<file path="src/rtl/reflet_pwm_fader.sv">
// reflet_pwm_fader: ramps the PWM core's duty_cycle toward a target in fixed
// steps, one step every periods_per_step PWM periods. Every duty change is
// registered on a PWM period boundary so the core never emits a cut pulse.
module reflet_pwm_fader #(
  parameter int WIDTH = 8
) (
  input  logic             clk,
  input  logic             reset,
  input  logic             start,
  input  logic             stop,
  input  logic [WIDTH-1:0] target,
  input  logic [WIDTH-1:0] step,
  input  logic [WIDTH-1:0] periods_per_step,
  input  logic [WIDTH-1:0] max_in,
  output logic [WIDTH-1:0] max,
  output logic [WIDTH-1:0] duty_cycle,
  output logic             busy,
  output logic             done
);

  typedef enum logic {IDLE = 1'b0, RAMP = 1'b1} state_t;

  state_t           state_q, state_d;
  logic [WIDTH-1:0] cnt_q, cnt_d;
  logic [WIDTH-1:0] pc_q, pc_d;
  logic [WIDTH-1:0] duty_q, duty_d;
  logic [WIDTH-1:0] tgt_q, tgt_d;
  logic [WIDTH-1:0] step_q, step_d;
  logic [WIDTH-1:0] pps_q, pps_d;
  logic             done_q, done_d;
  logic             period_end;
  logic [WIDTH-1:0] next_duty;

  // A zero step or period count would stall the ramp, so it behaves as one.
  function automatic logic [WIDTH-1:0] at_least_one(input logic [WIDTH-1:0] v);
    return (v == '0) ? WIDTH'(1) : v;
  endfunction

  // Rising step saturating at the target; the extra sum bit rules out wrap.
  function automatic logic [WIDTH-1:0] step_up(input logic [WIDTH-1:0] cur,
                                               input logic [WIDTH-1:0] inc,
                                               input logic [WIDTH-1:0] lim);
    logic [WIDTH:0] sum;
    sum = {1'b0, cur} + {1'b0, inc};
    if (sum >= {1'b0, lim}) return lim;
    return sum[WIDTH-1:0];
  endfunction

  // Falling step saturating at the target; the remaining distance is compared
  // against the step before subtracting, so cur - dec never underflows.
  function automatic logic [WIDTH-1:0] step_down(input logic [WIDTH-1:0] cur,
                                                 input logic [WIDTH-1:0] dec,
                                                 input logic [WIDTH-1:0] lim);
    if ((cur - lim) <= dec) return lim;
    return cur - dec;
  endfunction

  // The core's counter wraps at max_in-1; a period of 0 or 1 ends every cycle.
  // Using >= lets a shrinking max_in end the current period immediately.
  assign period_end = (max_in <= WIDTH'(1)) || (cnt_q >= (max_in - WIDTH'(1)));

  // Candidate duty for an update; only committed on the update cycle.
  assign next_duty = (duty_q < tgt_q) ? step_up(duty_q, step_q, tgt_q)
                                      : step_down(duty_q, step_q, tgt_q);

  // Next-state logic: period tracking, start latching, update scheduling.
  always_comb begin
    state_d = state_q;
    cnt_d   = period_end ? '0 : (cnt_q + WIDTH'(1));
    pc_d    = pc_q;
    duty_d  = duty_q;
    tgt_d   = tgt_q;
    step_d  = step_q;
    pps_d   = pps_q;
    done_d  = 1'b0;
    case (state_q)
      IDLE: begin
        if (start && !stop) begin
          tgt_d  = target;
          step_d = at_least_one(step);
          pps_d  = at_least_one(periods_per_step);
          pc_d   = '0;
          if (target == duty_q) done_d  = 1'b1;
          else                  state_d = RAMP;
        end
      end
      RAMP: begin
        if (stop) begin
          state_d = IDLE;
        end else if (period_end) begin
          if (pc_q == (pps_q - WIDTH'(1))) begin
            pc_d   = '0;
            duty_d = next_duty;
            if (next_duty == tgt_q) begin
              state_d = IDLE;
              done_d  = 1'b1;
            end
          end else begin
            pc_d = pc_q + WIDTH'(1);
          end
        end
      end
      default: state_d = IDLE;
    endcase
  end

  // State register with synchronous active-low clear of everything.
  always_ff @(posedge clk) begin
    if (!reset) begin
      state_q <= IDLE;
      cnt_q   <= '0;
      pc_q    <= '0;
      duty_q  <= '0;
      tgt_q   <= '0;
      step_q  <= '0;
      pps_q   <= '0;
      done_q  <= 1'b0;
    end else begin
      state_q <= state_d;
      cnt_q   <= cnt_d;
      pc_q    <= pc_d;
      duty_q  <= duty_d;
      tgt_q   <= tgt_d;
      step_q  <= step_d;
      pps_q   <= pps_d;
      done_q  <= done_d;
    end
  end

  assign max        = max_in;
  assign duty_cycle = duty_q;
  assign busy       = (state_q == RAMP);
  assign done       = done_q;

endmodule

</file>
<file path="config.mk">
export PLATFORM = sky130hd
export DESIGN_NAME = reflet_pwm_fader
export DESIGN_NICKNAME = d
export VERILOG_FILES = /design/src/rtl/reflet_pwm_fader.sv
export SDC_FILE = /design/constraint.sdc
export NUM_CORES = 1
export LEC_CHECK = 0
export ABC_AREA = 1
export CELL_PAD_IN_SITES_DETAIL_PLACEMENT = 1
export CELL_PAD_IN_SITES_GLOBAL_PLACEMENT = 1
export CORE_ASPECT_RATIO = 0.8
export CORE_MARGIN = 3
export CORE_UTILIZATION = 40
export CTS_BUF_LIST = sky130_fd_sc_hd__clkbuf_8
export DETAILED_ROUTE_END_ITERATION = 16
export HOLD_SLACK_MARGIN = 0.03
export PLACE_DENSITY = 0.75
export SETUP_SLACK_MARGIN = 0.3
export SYNTH_ARGS = -nofsm -noshare
export SYNTH_HDL_FRONTEND = slang
export SYNTH_SLANG_ARGS = --single-unit
export TNS_END_PERCENT = 1
</file>
<file path="constraint.sdc">
create_clock -name clk -period 4.6 [get_ports clk]
set_clock_uncertainty 0.05 [all_clocks]
set_input_delay 1.38 -clock clk [delete_from_list [all_inputs] [get_ports clk]]
set_output_delay 1.38 -clock clk [all_outputs]
set_load 0.005 [all_outputs]
</file>
After elaboration in Yosys (flattened, before gate mapping)
Cells that the tools add are included.
{ "word_totals": {"regBits": 50, "out_inout_bits": 18, "word_cells": 66} }
{ "op_classes": {"addsub": 7, "magnitude_cmp": 5, "eq_ne": 6, "n_mux": 28, "bitwise_logic": 3, "n_reduce_logical": 9} }
{ "op_table": {"columns": ["cell", "n"], "rows": [
  ["8-bit 2-to-1 mux", 11],
  ["8-bit == test", 3],
  ["8-bit by 1-bit adder with 8-bit output, second input constant", 2],
  ["8-bit logical NOT", 2],
  ["8-bit case mux with 2 select lines", 1],
  ["8-bit by 1-bit subtractor with 8-bit output, second input constant", 2],
  ["8-bit subtractor", 2],
  ["1-bit 2-to-1 mux", 14],
  ["8-bit by 8-bit adder with 9-bit output", 1],
  ["9-bit by 8-bit >= comparator with 1-bit output", 1],
  ["8-bit >= comparator", 1],
  ["8-bit by 1-bit less-or-equal comparator with 1-bit output, second input constant", 1],
  ["8-bit less-or-equal comparator", 1],
  ["8-bit less-than comparator", 1],
  ["2-bit inequality test, second input constant", 2],
  ["1-bit case mux with 2 select lines", 2],
  ["4-bit AND reduction", 1],
  ["1-bit NOT", 3],
  ["3-bit AND reduction", 1],
  ["2-bit by 1-bit inequality test with 1-bit output, second input constant", 1],
  ["2-bit AND reduction", 1],
  ["2-bit OR reduction", 1],
  ["1-bit logical AND", 1],
  ["1-bit logical NOT", 1],
  ["1-bit logical OR", 1]
]} }

Longest topological paths before layout
Gate-level depths: netlist of the first run.
{ "logic_depth": {"depth_word": 11, "mapped_depth": 29, "ltp_nobuf": 27} }

Least setup slack after synthesis of the first run
Ideal clock, no wire load.
{ "synth_path": {"path_type": "in2reg", "startpoint": "in max_in[0]", "endpoint": "reg pc_q[3]", "setup_ns": 0.121, "arrival_time_ns": 3.688, "required_time_ns": 4.429, "setup_slack_ns": 0.741, "stages": 15, "cell_sequence": "nor3_1 > or3b_2 > nor3_1 > xnor2_1 > ha_1 > nand2_1 > nor2_1 > nand4_1 > nand4_1 > nand2_1 > nand2_1 > inv_1 > nor2_1 > xor2_1 > nor2_1"} }
{ "synth_via": {"elab_chain_cells": 5, "elab_cells_between_ends": 6, "classes_between": "add/sub (1); order compare (2); eq/ne (1); reduce/logical (2)"} }
{ "synth_lines": {"columns": ["element", "line_no", "text"], "rows": [
  ["start: declaration", "14", "input logic [WIDTH-1:0] max_in,"],
  ["8-bit by 1-bit subtractor with 8-bit output", "60", "assign period_end = (max_in <= WIDTH'(1)) || (cnt_q >= (max_in - WIDTH'(1)));"],
  ["8-bit >= comparator", "60", null],
  ["1-bit logical OR *", "60", null],
  ["2-bit by 1-bit inequality test with 1-bit output (no source line) *", null, null],
  ["3-bit AND reduction (no source line) *", null, null],
  ["end signal: assignment", "121", "pc_q <= pc_d;"],
  ["end: declaration", "25", "logic [WIDTH-1:0] pc_q, pc_d;"]
]} }
Every way passes the cells marked *; elsewhere a longest branch is shown, timed or not.
A chain may end at the register's enable or synchronous reset.

Final worst setup path of the first run
{ "layout_path": {"startpoint": "in max_in[0]", "endpoint": "reg duty_q[0], in the netlist duty_cycle[0]"} }
{ "layout_via": {"elab_chain_cells": 4, "elab_cells_between_ends": 5, "classes_between": "add/sub (1); order compare (2); reduce/logical (2)"} }
{ "layout_lines": {"columns": ["element", "line_no", "text"], "rows": [
  ["8-bit by 1-bit subtractor with 8-bit output", "60", null],
  ["8-bit >= comparator", "60", null],
  ["1-bit logical OR *", "60", null],
  ["4-bit AND reduction (no source line) *", null, null],
  ["end signal: assignment", "122", "duty_q <= duty_d;"],
  ["end: declaration", "26", "logic [WIDTH-1:0] duty_q, duty_d;"]
]} }
Marked as above.

==> results of run 1 <==
## sequential cells by signal, summed over array words and instances (netlist names)
signal	flops
cnt_q	8
duty_cycle	8
pc_q	8
pps_q	8
step_q	8
tgt_q	8
busy	1
done	1
## layer usage
layer / GRT usage (%) / vias to the layer above / wire [µm]
met4: 3.13 / 0 / 84
met1: 32.8 / 2160 / 7290
met3: 2.66 / 7 / 756
met2: 36.7 / 100 / 6310
met5: 0 / - / 0
li1: - / 2298 / -
## path summary, 6_finish.rpt
kind | to | slack, ns
worst max-delay path | duty_cycle[0]$_SDFFE_PN0P_ | 0.55
worst min register to register | cnt_q[0]$_SDFF_PP0_ | 0.42
worst max register to register | busy$_SDFF_PN0_ | 0.65
worst min-delay path | cnt_q[0]$_SDFF_PP0_ | 0.42
## placed cells by master (no fill, tap or decap), types with 5 or more instances in the layout
cell / instances
nand2_2: 11
nand3_1: 52
nand3_2: 9
a21oi_1: 47
clkdlybuf4s50_1: 53
o21ai_0: 31
nand2_1: 127
ha_1: 52
nor2_1: 45
dfxtp_1: 49
xnor2_1: 21
o211ai_1: 8
nor3_1: 10
clkbuf_8: 5
inv_1: 84
xor2_1: 23
nand4_1: 14
buf_4: 23
## power groups by stage
stage / Clock (mW) / Combinational, mW / Sequential (mW)
6_report: 0.342 / 0.582 / 0.472
5_1_grt: 0.364 / 0.654 / 0.474
4_1_cts: 0.348 / 0.557 / 0.471
3_5_place_dp: 0 / 0.553 / 0.481
3_3_place_gp: 0 / 0.531 / 0.480
2_1_floorplan: 0 / 0.413 / 0.474
## kinds of logic (layout without fill, tap and decap cells)
kind of cell / count (synthesis) / count (layout) / synth area share [%]
compound gates: 107 / 107 / 13.2
xor+xnor: 44 / 44 / 8.35
fa+ha+maj: 55 / 55 / 15.4
buf+inv: 118 / 175 / 11.3
flops: 50 / 50 / 21.7
simple gates: 294 / 294 / 30.1
## stage by stage
step | hold WS (ns) | instance area (µm²) | instances
floorplan | 0.380 | 4620 | 668
global placement | 0.400 | 5270 | 853
detailed placement | 0.405 | 5270 | 853
CTS | 0.429 | 5380 | 861
global route | 0.456 | 5510 | 869
finish | 0.422 | 5510 | 869
## timing repair
action	in CTS	in global routing
buffers inserted	0	7
setup endpoints to repair	1	20
pin swaps	0	6
cloned	0	1
gates resized for setup	1	19
## cell type report
type                       instances  area [µm²]
fill                            1459        5550
timing repair buffer              76         703
timing repair inverter             1        7.51
tap                              144         180
clock inverter                     3        47.5
clock buffer                       5        68.8
inverter                          90         343
sequential                        50        1000
multi-input combinational        500        3160
## worst max-delay path: stages
cell and delay, ns:
clkdlybuf4s50_1 0.44, nor3_2 0.21, or3b_4 0.41, nor3_2 0.14, xnor2_1 0.14, ha_1 0.26, a21oi_1 0.16, o21a_1 0.13
nand4_1 0.22, nand3_4 0.22, clkinvlp_4 0.15, buf_4 0.15, o211ai_1 0.15, inv_1 0.05
==> reports/qor.txt, run 1 <==
status - finished, final reports clean
syn_area_per_cell - 6.91 µm²
Max Cap Viol - 0
Fmax - 247 MHz
dpl ws - -0.0793 ns
port buffer count - 53
worst vdd ir - 137 µV
core area - 11100 µm²
critical path peak fanout - 6
H-tree levels - 2
Via density - 5.25
register share of total power - 33.8%
initial drt markers - 290
total CTS buffers - 5
final setup fails - 0
clock tree buffer depth - 2
ANT nets after route - 0
CP Data Required Time - 4.78 ns
Hold Fails Final Rpt - 0
Worst R2R Path Depth - 25
gr usage total - 22.5%
drt total wl - 14400 µm
final worst slack - 0.552 ns
Top FF cell, synth - dfxtp_1
main area contributors after synthesis - dfxtp_1 (22%), ha_1 (14%), nand2_1 (11%)
hold_buf cts - 0
LEAKAGE - 2.60 nW
combinational power share - 41.7%
number of synthesized flops with an enable pin - 0
Worst Tran Pin Value - 0.812 ns
PD cells - 253 nW/µm²
area grow syn2layout - 19.4%
antenna violations before repair - 0
Min-Delay Path Depth - 1
setup TNS - 0 ns
Clock Power Share - 24.5%
Yosys reg bits - 50
Std-Cell Rows - 34
post-synth top area share - 21.7%
clock root buffer - clkbuf_8
first-pass GRT wire length - 23100 µm
# IOs - 54
critical path capture point type - flip-flop
min-delay src - cnt_q[0]$_SDFF_PP0_
Yosys top cell by area - dfxtp_1
Synth Net Count - 759
n_diodes - 0
RSZ-0062 raised after global routing - yes
Clk Latency, worst-skew pair - 0.32 ns
Die Ht - 102 µm
Finished Core Util - 49.8%
FF-to-FF Start - tgt_q[2]$_SDFFE_PN0P_
via count - 4565
grt total ovfl - 0
NetSw - 0.553 mW
Die ar. - 12900 µm²
CTS sink cnt - 50
fin nets - 815
switching share of power - 39.6%
Synth warnings - 0
largest net degree at the start of global routing - 47
initial cell density of the core - 41.7%
RePlAce Congestion - 0.927
vias in the first global route - 4504
synth unique cells - 43
most frequent cells after synthesis - nand2_1 (131), inv_1 (84), nand3_1 (53), ha_1 (52), dfxtp_1 (50)
Design Power - 1.40 mW
CTS tree - built
drt drc - 0
cell count after synthesis - 668
Int Power - 0.842 mW
Hold Path Class - reg -> reg
post-synthesis sequential area ratio - 21.7%
post-route minimum period - 4.05 ns
Initial DRT Pass Iterations - 5
period utilization - 88.0%
Worst slew margin - 45.8%
Critical path origin - max_in[0]
Crit Path Class - in -> reg
Async SR Flop Fraction - 0%
CP Launch Type - primary input
Slew Viols, Final - 0
most frequent cell after synthesis - nand2_1
Arr. time, crit path - 4.23 ns
Die Span X - 126 µm
clock transition at the registers of the reported paths - 0.11 ns
drt wl/cell - 16.6 µm
Netlist Area Pre-Place - 4620 µm²
layout cells sized above 1 - 11.2%
DP Wirelength - 11800 µm
No activity file was read; power rests on OpenSTA's default activity.
==> run 2, diff against run 1 <==
CORE_MARGIN = default   (was 3)
==> reports/qor.txt, run 2 (synthesis gave the netlist of run 1 again) <==
Fmax - 246 MHz
switching share of power - 39.8%
post-route minimum period - 4.06 ns
CP Launch Type - primary input
Via density - 5.30
Crit path max-delay family - simple AND/OR/NAND/NOR gates
LEAKAGE - 2.58 nW
Worst Tran Pin Value - 0.805 ns
combinational power share - 41.3%
critical path capture point type - flip-flop
drt drc - 0
worst vdd ir - 122 µV
via count - 4578
PD cells - 256 nW/µm²
hold_buf cts - 0
clock tree buffer depth - 2
Arr. time, crit path - 4.25 ns
Max Cap Viol - 0
most common cell after layout, fill and taps aside - nand2_1
RePlAce Congestion - 0.920
CTS sink cnt - 50
Fill cells - 1449
Slowest-stage cell, CP - or3b_2
total CTS buffers - 5
Hold Fails Final Rpt - 0
largest net degree at the start of global routing - 47
hold_ws - 0.429 ns
port buffer count - 53
core area - 11100 µm²
RSZ-0062 raised after global routing - yes
gr usage total - 24.9%
clock root buffer - clkbuf_8
cell-by-cell trace of the critical path - clkdlybuf4s50_1 -> nor3_2 -> or3b_2 -> nor3_2 -> xnor2_1 -> ha_1 -> a21oi_1 -> o21a_1 -> nand4_1 -> nand2_1 -> nand2_2 -> o21ai_0 -> nand2_2 -> a211oi_1
CP Data Required Time - 4.79 ns
CTS tree - built
Int Power - 0.838 mW
drt wl/cell - 16.4 µm
period utilization - 88.3%
most frequent cells in the layout - nand2_1 (127), inv_1 (84), nand3_1 (53), clkdlybuf4s50_1 (53), ha_1 (52)
ANT nets after route - 0
antenna violations before repair - 0
critical path peak fanout - 8
fin nets - 810
vias in the first global route - 4615
critical path buffer and inverter count - 1
DP Wirelength - 11700 µm
Die ar. - 12000 µm²
area grow syn2layout - 17.7%
drt total wl - 14200 µm
Hold Path Class - reg -> reg
# IOs - 54
register share of total power - 33.9%
Die Span X - 122 µm
Initial DRT Pass Iterations - 5
Finished Core Util - 49.1%
n_diodes - 0
final setup fails - 0
Crit Path Class - in -> reg
status - finished, final reports clean
initial cell density of the core - 41.7%
NetSw - 0.553 mW
layout cells sized above 1 - 9.72%
Slew Viols, Final - 0
first-pass GRT wire length - 23300 µm
Clock Power Share - 24.8%
setup TNS - 0 ns
Clk Latency, worst-skew pair - 0.33 ns
Worst slew margin - 46.4%
initial drt markers - 174
crit-path max cell delay - 0.50 ns
grt total ovfl - 0
H-tree levels - 2
Std-Cell Rows - 34
clock transition at the registers of the reported paths - 0.09 ns
Die Ht - 98.1 µm
==> run 2: layout make-up <==
class | instances | area, µm² | area share, %
Sequential cell | 50 | 1000 | 18.4
Multi-Input combinational cell | 500 | 3120 | 57.5
Clock inverter | 3 | 48.8 | 0.898
Timing Repair Buffer | 72 | 673 | 12.4
Clock buffer | 5 | 68.8 | 1.27
Tap cell | 144 | 180 | 3.31
Inverter | 90 | 340 | 6.26
==> run 2: repair_timing <==
action | CTS | global route
setup endpoints to repair | 0 | 18
setup buffers | 0 | 3
gates resized for setup | 0 | 9
==> run 2: stage by stage <==
step,area [µm²],worst slack [ns],cells,total power [mW]
floorplan,4620,0.741,668,0.887
global placement,5270,0.123,853,1.01
detailed placement,5270,0.00914,853,1.03
CTS,5380,0.354,861,1.38
global route,5440,0.281,864,1.48
finish,5440,0.538,864,1.39
==> run 2: metal layers <==
| layer | track usage, % | wire, µm | up-vias |
|---|---|---|---|
| li1 | - | - | 2288 |
| met1 | 36.7 | 7300 | 2178 |
| met2 | 38.7 | 6150 | 99 |
| met3 | 3.27 | 586 | 13 |
| met4 | 4.69 | 133 | 0 |
| met5 | 0 | 0 | - |
==> run 2: power by group through the flow <==
stage | Sequential, mW | Combinational (mW) | Clock (mW)
6_report | 0.472 | 0.574 | 0.345
5_1_grt | 0.474 | 0.645 | 0.365
4_1_cts | 0.471 | 0.557 | 0.354
3_5_place_dp | 0.481 | 0.554 | 0
3_3_place_gp | 0.480 | 0.529 | 0
2_1_floorplan | 0.474 | 0.413 | 0
==> run 2: final timing paths <==
path	start	endpoint	slack, ns	depth (start not counted)
setup / recovery	max_in[0]	pc_q[6]$_SDFFE_PN0P_	0.54	14
hold / removal	cnt_q[0]$_SDFF_PP0_	cnt_q[0]$_SDFF_PP0_	0.43	1
setup reg to reg	duty_cycle[0]$_SDFFE_PN0P_	busy$_SDFF_PN0_	0.62	24
hold reg to reg	cnt_q[0]$_SDFF_PP0_	cnt_q[0]$_SDFF_PP0_	0.43	1
